==> config.mk <==
export PLATFORM = sky130hd
export DESIGN_NAME = tx_mac_arbiter
export DESIGN_NICKNAME = d
export VERILOG_FILES = /design/src/rtl/tx_mac_arbiter.sv
export SDC_FILE = /design/constraint.sdc
export NUM_CORES = 1
export LEC_CHECK = 0
export CELL_PAD_IN_SITES_DETAIL_PLACEMENT = 0
export CELL_PAD_IN_SITES_GLOBAL_PLACEMENT = 1
export CORE_ASPECT_RATIO = 1.25
export CORE_MARGIN = 2
export CORE_UTILIZATION = 34
export DETAILED_ROUTE_END_ITERATION = 8
export HOLD_SLACK_MARGIN = 0.1
export PLACE_DENSITY = 0.9
export SYNTH_ARGS = -nofsm -noshare
export SYNTH_HDL_FRONTEND = slang
export SYNTH_SLANG_ARGS = --single-unit
==> constraint.sdc <==
create_clock -name clk -period 4.6 [get_ports clk]
set_clock_uncertainty 0.2 [all_clocks]
set_input_delay 0.46 -clock clk [delete_from_list [all_inputs] [get_ports clk]]
set_output_delay 0.46 -clock clk [all_outputs]
set_load 0.02 [all_outputs]
==> src/rtl/tx_mac_arbiter.sv <==
// Two-source AXI-Stream frame arbiter feeding a tx MAC: grants whole frames,
// alternates between sources on contention and counts completed frames per source.
module tx_mac_arbiter #(
    parameter int DATA_WIDTH = 8,
    parameter int CNT_WIDTH  = 16
) (
    input  logic                  clk,
    input  logic                  reset_n,

    input  logic [DATA_WIDTH-1:0] s0_axis_tdata,
    input  logic                  s0_axis_tvalid,
    input  logic                  s0_axis_tlast,
    input  logic                  s0_axis_tkeep,
    input  logic                  s0_axis_tuser,
    output logic                  s0_axis_trdy,

    input  logic [DATA_WIDTH-1:0] s1_axis_tdata,
    input  logic                  s1_axis_tvalid,
    input  logic                  s1_axis_tlast,
    input  logic                  s1_axis_tkeep,
    input  logic                  s1_axis_tuser,
    output logic                  s1_axis_trdy,

    output logic [DATA_WIDTH-1:0] m_tx_axis_tdata,
    output logic                  m_tx_axis_tvalid,
    output logic                  m_tx_axis_tlast,
    output logic                  m_tx_axis_tkeep,
    output logic                  m_tx_axis_tuser,
    input  logic                  m_tx_axis_trdy,

    output logic [1:0]            grant,
    output logic [CNT_WIDTH-1:0]  frame_cnt0,
    output logic [CNT_WIDTH-1:0]  frame_cnt1
);

    // state  | meaning
    // IDLE   | no grant, all outputs quiet; arbitrate pending requests
    // GRANT0 | s0 passed through to the MAC until its tlast beat transfers
    // GRANT1 | s1 passed through to the MAC until its tlast beat transfers
    typedef enum logic [1:0] {
        IDLE   = 2'd0,
        GRANT0 = 2'd1,
        GRANT1 = 2'd2
    } state_t;

    localparam logic [CNT_WIDTH-1:0] CNT_ONE = {{(CNT_WIDTH-1){1'b0}}, 1'b1};

    state_t state;
    state_t state_next;
    logic   last_grant;
    logic   frame_end0;
    logic   frame_end1;

    always_ff @(posedge clk) begin
        if (!reset_n) begin
            state      <= IDLE;
            last_grant <= 1'b1;
            grant      <= 2'b00;
        end else begin
            state <= state_next;
            grant <= {state_next == GRANT1, state_next == GRANT0};
            if (state == IDLE && state_next == GRANT0) begin
                last_grant <= 1'b0;
            end else if (state == IDLE && state_next == GRANT1) begin
                last_grant <= 1'b1;
            end
        end
    end

    // A grant is only released by a transferred tlast beat, never by a tvalid gap.
    always_comb begin
        state_next = state;
        case (state)
            IDLE: begin
                if (s0_axis_tvalid && s1_axis_tvalid) begin
                    state_next = last_grant ? GRANT0 : GRANT1;
                end else if (s0_axis_tvalid) begin
                    state_next = GRANT0;
                end else if (s1_axis_tvalid) begin
                    state_next = GRANT1;
                end
            end
            GRANT0: begin
                if (frame_end0) begin
                    state_next = IDLE;
                end
            end
            GRANT1: begin
                if (frame_end1) begin
                    state_next = IDLE;
                end
            end
            default: state_next = IDLE;
        endcase
    end

    // Outputs are forced quiet while reset_n is low so nothing leaks before the reset edge.
    always_comb begin
        m_tx_axis_tdata  = '0;
        m_tx_axis_tvalid = 1'b0;
        m_tx_axis_tlast  = 1'b0;
        m_tx_axis_tkeep  = 1'b0;
        m_tx_axis_tuser  = 1'b0;
        s0_axis_trdy     = 1'b0;
        s1_axis_trdy     = 1'b0;
        if (reset_n) begin
            case (state)
                GRANT0: begin
                    m_tx_axis_tdata  = s0_axis_tdata;
                    m_tx_axis_tvalid = s0_axis_tvalid;
                    m_tx_axis_tlast  = s0_axis_tlast;
                    m_tx_axis_tkeep  = s0_axis_tkeep;
                    m_tx_axis_tuser  = s0_axis_tuser;
                    s0_axis_trdy     = m_tx_axis_trdy;
                end
                GRANT1: begin
                    m_tx_axis_tdata  = s1_axis_tdata;
                    m_tx_axis_tvalid = s1_axis_tvalid;
                    m_tx_axis_tlast  = s1_axis_tlast;
                    m_tx_axis_tkeep  = s1_axis_tkeep;
                    m_tx_axis_tuser  = s1_axis_tuser;
                    s1_axis_trdy     = m_tx_axis_trdy;
                end
                default: ;
            endcase
        end
    end

    assign frame_end0 = (state == GRANT0) && m_tx_axis_tvalid && m_tx_axis_trdy && m_tx_axis_tlast;
    assign frame_end1 = (state == GRANT1) && m_tx_axis_tvalid && m_tx_axis_trdy && m_tx_axis_tlast;

    always_ff @(posedge clk) begin
        if (!reset_n) begin
            frame_cnt0 <= '0;
            frame_cnt1 <= '0;
        end else begin
            if (frame_end0) begin
                frame_cnt0 <= frame_cnt0 + CNT_ONE;
            end
            if (frame_end1) begin
                frame_cnt1 <= frame_cnt1 + CNT_ONE;
            end
        end
    end

endmodule
==> metrics.csv, run 1 <==
metric;value;unit
nNetsFinal;345;
seq_area;741;um2
fin_crit;3.34;ns
synth_cells;245;
crit_path_start_kind;flip-flop;
std_cell_rows;31;
num-fill-cells;560;
crit_family;simple AND/OR/NAND/NOR gates;
criticalPathCategory;flip-flop to flip-flop;
maxCapViolCount;0;
synth_enable_flop_cells;0;
vias;2183;
cts_buffers;5;
clkLatencyLatePin;0.29;ns
syn_area;0.00202;mm2
ys_ff_latch;37;
grt_usage;0.177;
clk_pin_slew;0.08;ns
setup.worst_path.start;state[0]$_SDFF_PN0_;
r2r_start;state[0]$_SDFF_PN0_;
antenna_found_initial;0;
crit_cells;6;
root_buffer;clkbuf_8;
multi_input_area;0.00118;mm2
hold-path-cell-count;2;
layout_setup_ws;1.26;ns
finalSetupViolCount;0;
rsz0062_at_grt;no;
grt_max_degree;31;
cts_resized;0;
wl_per_cell;14.5;um
worstPathRequired;4.62;ns
endpoint;frame_cnt0[6]$_SDFFE_PN0P_;
status;completed;
r2r_cells;6;
synth.net_count;278;
crit_fanout;30;
cts.sinks;37;
cts_tree;built;
worst_path_max_delay_cell;or4_1;
finalWirelength;5510;um
dpl_worst_slack;1.21;ns
crit_path_frequent_cell;or4_1;
dpl_cell_area;0.00280;mm2
post-cts-setup-buffers;0;
yosys_most_used_dff;dfxtp_1;
slew_viol_final;0;
tightest_slew;0.894;ns
crit_chain;inv_1 -> ha_1 -> a22oi_1 -> or4_1 -> or4_1 -> a21oi_1;
yosysUniqueCellTypes;40;
die_h;90.2;um
period_share;0.727;
r2r_end;frame_cnt0[6]$_SDFFE_PN0P_;
drt_iter0_markers;137;
grt-ovfl-total;0;
antenna_cells;0;
final_hold_viol_count;0;
fin_tns_setup;0;ns
dp.final_hpwl;3920;um
dieArea;0.00658;mm2
synth_seq_area_share;0.366;
fp.coreArea;0.00578;mm2
grt_pass1_wl;9580;um
dr.pass1.iters;4;
whs;0.297;ns
yosysTopAreaCellShare;0.366;
synth_area_leaders;dfxtp_1 (37%), o31ai_1 (5.9%), or4_1 (5.9%);
r2r_setup_slack;1.26;ns
final_cell_area;0.00289;mm2
drc;0;
fp.dieW;73.0;um
num_io_pins;75;
port-buffer-count;74;
yosys.area.top_type;dfxtp_1;
gp_congestion;0.820;
powerDensity;243;mW/mm2
hold_buffers;0;
grt_pass1_vias;2061;
ir_drop;97.7;uV
crit_buf_inv;1;
arrival;3.36;ns
syn2layout_area_growth;42.8;%
htreeDepth;2;
detail_route.vias_per_cell;5.76;
syn_avg_cell_area;8.25;um2
holdCritPathClass;flip-flop to flip-flop;
power.leakage;0.000910;uW
crit_path_end_kind;flip-flop;
crit_path_max_incr_delay;0.96;ns
ant_nets;0;
clockBufferDepth;2;
async_flop_share;0;
start_util;0.350;
fmax;299;MHz
ys_warn_count;0;
drive_above_1_share;0.0383;
max_slew_margin;0.404;
-- layout by cell type (no fill, tap or decap), drive strengths merged, types with 4 or more instances in the layout --
master | netlist | final
nand4 | 9 | 9
nand3 | 10 | 10
and3 | 4 | 4
o31ai | 16 | 16
a21oi | 23 | 23
clkbuf | 11 | 5
or3 | 6 | 6
nor4 | 5 | 5
nor2 | 17 | 17
nand2 | 14 | 14
or4 | 16 | 16
o21ai | 10 | 10
inv | 7 | 7
a22oi | 12 | 12
clkdlybuf4s50 | 0 | 74
dfxtp | 37 | 37
ha | 6 | 6
-- cell families (layout without fill, tap and decap cells) --
group                    after synthesis  in the layout  synth area share
multiplexers                           3              3            0.0149
buffers and inverters                 25             93            0.0483
XOR/XNOR                               2              2           0.00866
flip-flops                            37             37             0.366
AND/OR/NAND/NOR                       93             93             0.264
AO/OA/AOI/OAI                         79             79             0.261
adder cells (fa/ha/maj)                6              6            0.0371
-- worst min-delay path, delay by kind of cell (launching register included) --
family             cells  cell delay, ns
AOI/OAI and AO/OA      2            0.13
DFF                    1            0.33
-- layer usage --
| layer | vias up | GRT usage | routed length, um |
|---|---|---|---|
| li1 | 1084 | - | - |
| met1 | 1005 | 0.233 | 2420 |
| met2 | 90 | 0.274 | 2610 |
| met3 | 4 | 0.0493 | 431 |
| met4 | 0 | 0.0586 | 54 |
| met5 | - | 0 | 0 |
-- flip-flops by register name, indices dropped and copies added (netlist names) --
register and cells:
frame_cnt0 16, frame_cnt1 16, grant 2, state 2, last_grant 1
-- layout make-up --
cell class,instances,share of cell area
timing repair buffer,77,0.264
inverter,8,0.0104
clock buffer,5,0.0238
multi-input combinational,183,0.410
tap,66,0.0286
clock inverter,3,0.00607
sequential,37,0.257
-- worst min path at each step --
| stage | endpoint | startpoint | slack, ns |
|---|---|---|---|
| 5_1_grt | frame_cnt0[14]$_SDFFE_PN0P_ | frame_cnt0[14]$_SDFFE_PN0P_ | 0.31 |
| 6_report | frame_cnt0[15]$_SDFFE_PN0P_ | frame_cnt0[15]$_SDFFE_PN0P_ | 0.30 |
| 2_1_floorplan | last_grant$_SDFFE_PN1P_ | last_grant$_SDFFE_PN1P_ | 0.27 |
| 3_5_place_dp | frame_cnt0[15]$_SDFFE_PN0P_ | frame_cnt0[15]$_SDFFE_PN0P_ | 0.29 |
| 4_1_cts | frame_cnt0[15]$_SDFFE_PN0P_ | frame_cnt0[15]$_SDFFE_PN0P_ | 0.30 |
| 3_3_place_gp | frame_cnt0[15]$_SDFFE_PN0P_ | frame_cnt0[15]$_SDFFE_PN0P_ | 0.26 |
-- per-stage QoR --
stage / util / total power (uW) / instances
after global placement: 0.485 / 485 / 371
after detailed placement: 0.485 / 486 / 371
after CTS: 0.499 / 712 / 379
after floorplan: - / 425 / 245
after global routing: 0.499 / 743 / 379
final: 0.499 / 702 / 379
-- power by group --
| group | switching, uW | internal [uW] |
|---|---|---|
| registers | 6.53 | 327 |
| clock network | 120 | 105 |
| logic | 77.2 | 66.9 |
-- cell usage after synthesis, types with 2 or more instances --
cell type,count
a21oi_1,23
a22oi_1,12
and3_1,4
and4_1,2
buf_1,3
buf_2,3
clkbuf_1,11
dfxtp_1,37
ha_1,6
inv_1,7
mux2i_1,3
nand2_1,14
nand3_1,10
nand4_1,9
nor2_1,17
nor3b_1,3
nor4_1,5
o211ai_1,2
o21a_1,3
o21ai_0,10
o311ai_0,3
o31a_1,2
o31ai_1,16
o41ai_1,3
or3_1,6
or4_1,16
or4b_1,2
Note: power is estimated with default switching activity, not from simulation.
==> run 2: changes to the inputs <==
--- a/config.mk
+++ b/config.mk
@@ -9,10 +9,10 @@
 export CELL_PAD_IN_SITES_GLOBAL_PLACEMENT = 1
 export CORE_ASPECT_RATIO = 1.25
 export CORE_MARGIN = 2
-export CORE_UTILIZATION = 34
+export CORE_UTILIZATION = 32
 export DETAILED_ROUTE_END_ITERATION = 8
 export HOLD_SLACK_MARGIN = 0.1
-export PLACE_DENSITY = 0.9
+export PLACE_DENSITY = 0.86
 export SYNTH_ARGS = -nofsm -noshare
 export SYNTH_HDL_FRONTEND = slang
 export SYNTH_SLANG_ARGS = --single-unit
==> constraint.sdc (replaced) <==
create_clock -name clk -period 3.4 [get_ports clk]
set_clock_uncertainty 0.2 [all_clocks]
set_input_delay 0.34 -clock clk [delete_from_list [all_inputs] [get_ports clk]]
set_output_delay 0.34 -clock clk [all_outputs]
set_load 0.02 [all_outputs]
==> metrics.csv, run 2 (same netlist as run 1, synthesis figures left out) <==
metric;value;unit
wl_met2;2740;um
crit_chain;inv_1 -> ha_1 -> a22oi_1 -> or4b_1 -> or4_1 -> a21oi_1;
gp_congestion;0.769;
clkLatencyLatePin;0.29;ns
netSwitchingFraction;0.289;
layout_setup_ws;0.392;ns
fmax;332;MHz
slew_viol_final;0;
layout_common_cells;clkdlybuf4s50_1 (74), dfxtp_1 (37), a21oi_1 (23);
dpl_worst_slack;0.430;ns
drive_above_1_share;0.0413;
std_cell_rows;32;
p_int;678;uW
crit_fanout;17;
cts_tree;built;
htreeDepth;2;
start_util;0.330;
ir_drop;127;uV
wl_per_cell;14.0;um
crit_buf_inv;1;
status;completed;
fin_tns_setup;0;ns
period_share;0.885;
num-fill-cells;613;
whs;0.284;ns
rsz0062_at_grt;no;
clk_pin_slew;0.08;ns
num_io_pins;75;
fp.coreArea;0.00613;mm2
grt_max_degree;31;
antenna_cells;0;
final_common_cell;clkdlybuf4s50_1;
crit_path_max_incr_delay;0.76;ns
arrival;3.02;ns
clkPwrFrac;0.316;
cts_buffers;5;
post-cts-setup-buffers;0;
criticalPathCategory;flip-flop to flip-flop;
finalWirelength;5610;um
cts_resized;0;
fin_crit;3.01;ns
grt-ovfl-total;0;
power.leakage;0.000920;uW
powerDensity;326;mW/mm2
crit_path_start_kind;flip-flop;
crit_path_end_kind;flip-flop;
dr.max_layer_used;met4;
die_h;92.9;um
port-buffer-count;74;
pwr-share-seq;0.474;
ant_nets;0;
crit_family;simple AND/OR/NAND/NOR gates;
dr_wl_met3;371;um
clockBufferDepth;2;
largestRegisters;frame_cnt0: 16 flops, frame_cnt1: 16 flops;
worst_path_max_delay_cell;or4b_1;
finalNonFillerCells;400;
root_buffer;clkbuf_8;
finalSetupViolCount;0;
tightest_slew;0.554;ns
vias;2172;
final_util;0.477;
detail_route.vias_per_cell;5.43;
fp.dieW;75.1;um
holdCritPathClass;flip-flop to flip-flop;
hold_buffers;0;
drt_iter0_markers;78;
dr.pass1.iters;4;
drt-met1-wl;2450;um
dp.final_hpwl;4120;um
maxCapViolCount;0;
nNetsFinal;347;
worstPathRequired;3.41;ns
switching_power;276;uW
p_comb_frac;0.210;
antenna_found_initial;0;
final_hold_viol_count;0;
grt_pass1_vias;2087;
cts.sinks;37;
drc;0;
place_inst;392;
grt_usage;0.175;
dieArea;0.00697;mm2
max_slew_margin;0.627;
grt_pass1_wl;9860;um
syn2layout_area_growth;44.5;%
run 2: worst register-to-register path, cell delays in order, from the launching register on:
cell and delay [ns]:
dfxtp_1 0.37, inv_1 0.10, ha_1 0.51, a22oi_1 0.31, or4b_1 0.76, or4_1 0.52
a21oi_1 0.15
run 2: power groups by stage:
| stage | Sequential, uW | Clock (uW) | Combinational [uW] |
|---|---|---|---|
| after detailed placement | 462 | 0 | 200 |
| after global routing | 454 | 327 | 220 |
| final | 452 | 302 | 200 |
| after floorplan | 465 | 0 | 110 |
| after CTS | 451 | 311 | 200 |
| after global placement | 461 | 0 | 199 |
run 2: final cells by class:
type	count	area, um2	share of cell area
clock inverter	2	10.0	0.00343
clock buffer	6	72.6	0.0248
sequential	37	741	0.254
timing repair buffer	79	778	0.266
tap	85	106	0.0364
inverter	8	30.0	0.0103
multi-input combinational	183	1180	0.405
run 2: stage by stage:
step           power, uW  instance area (um2)
6_report             953                 2920
4_1_cts              962                 2920
3_5_place_dp         661                 2840
2_1_floorplan        575                 2020
3_3_place_gp         660                 2840
5_1_grt             1000                 2920
run 2: metal layers:
| layer | global-route usage | up-vias |
|---|---|---|
| met4 | 0.0491 | 0 |
| met2 | 0.288 | 64 |
| met3 | 0.0511 | 4 |
| li1 | - | 1095 |
| met1 | 0.219 | 1009 |
| met5 | 0 | - |
run 2: final timing paths:
check / startpoint / endpoint / slack [ns] / cells past startpoint
max: state[1]$_SDFF_PN0_ / frame_cnt1[15]$_SDFFE_PN0P_ / 0.39 / 6
min: frame_cnt0[15]$_SDFFE_PN0P_ / frame_cnt0[15]$_SDFFE_PN0P_ / 0.28 / 2
max reg2reg: state[1]$_SDFF_PN0_ / frame_cnt1[15]$_SDFFE_PN0P_ / 0.39 / 6
min reg2reg: frame_cnt0[15]$_SDFFE_PN0P_ / frame_cnt0[15]$_SDFFE_PN0P_ / 0.28 / 2
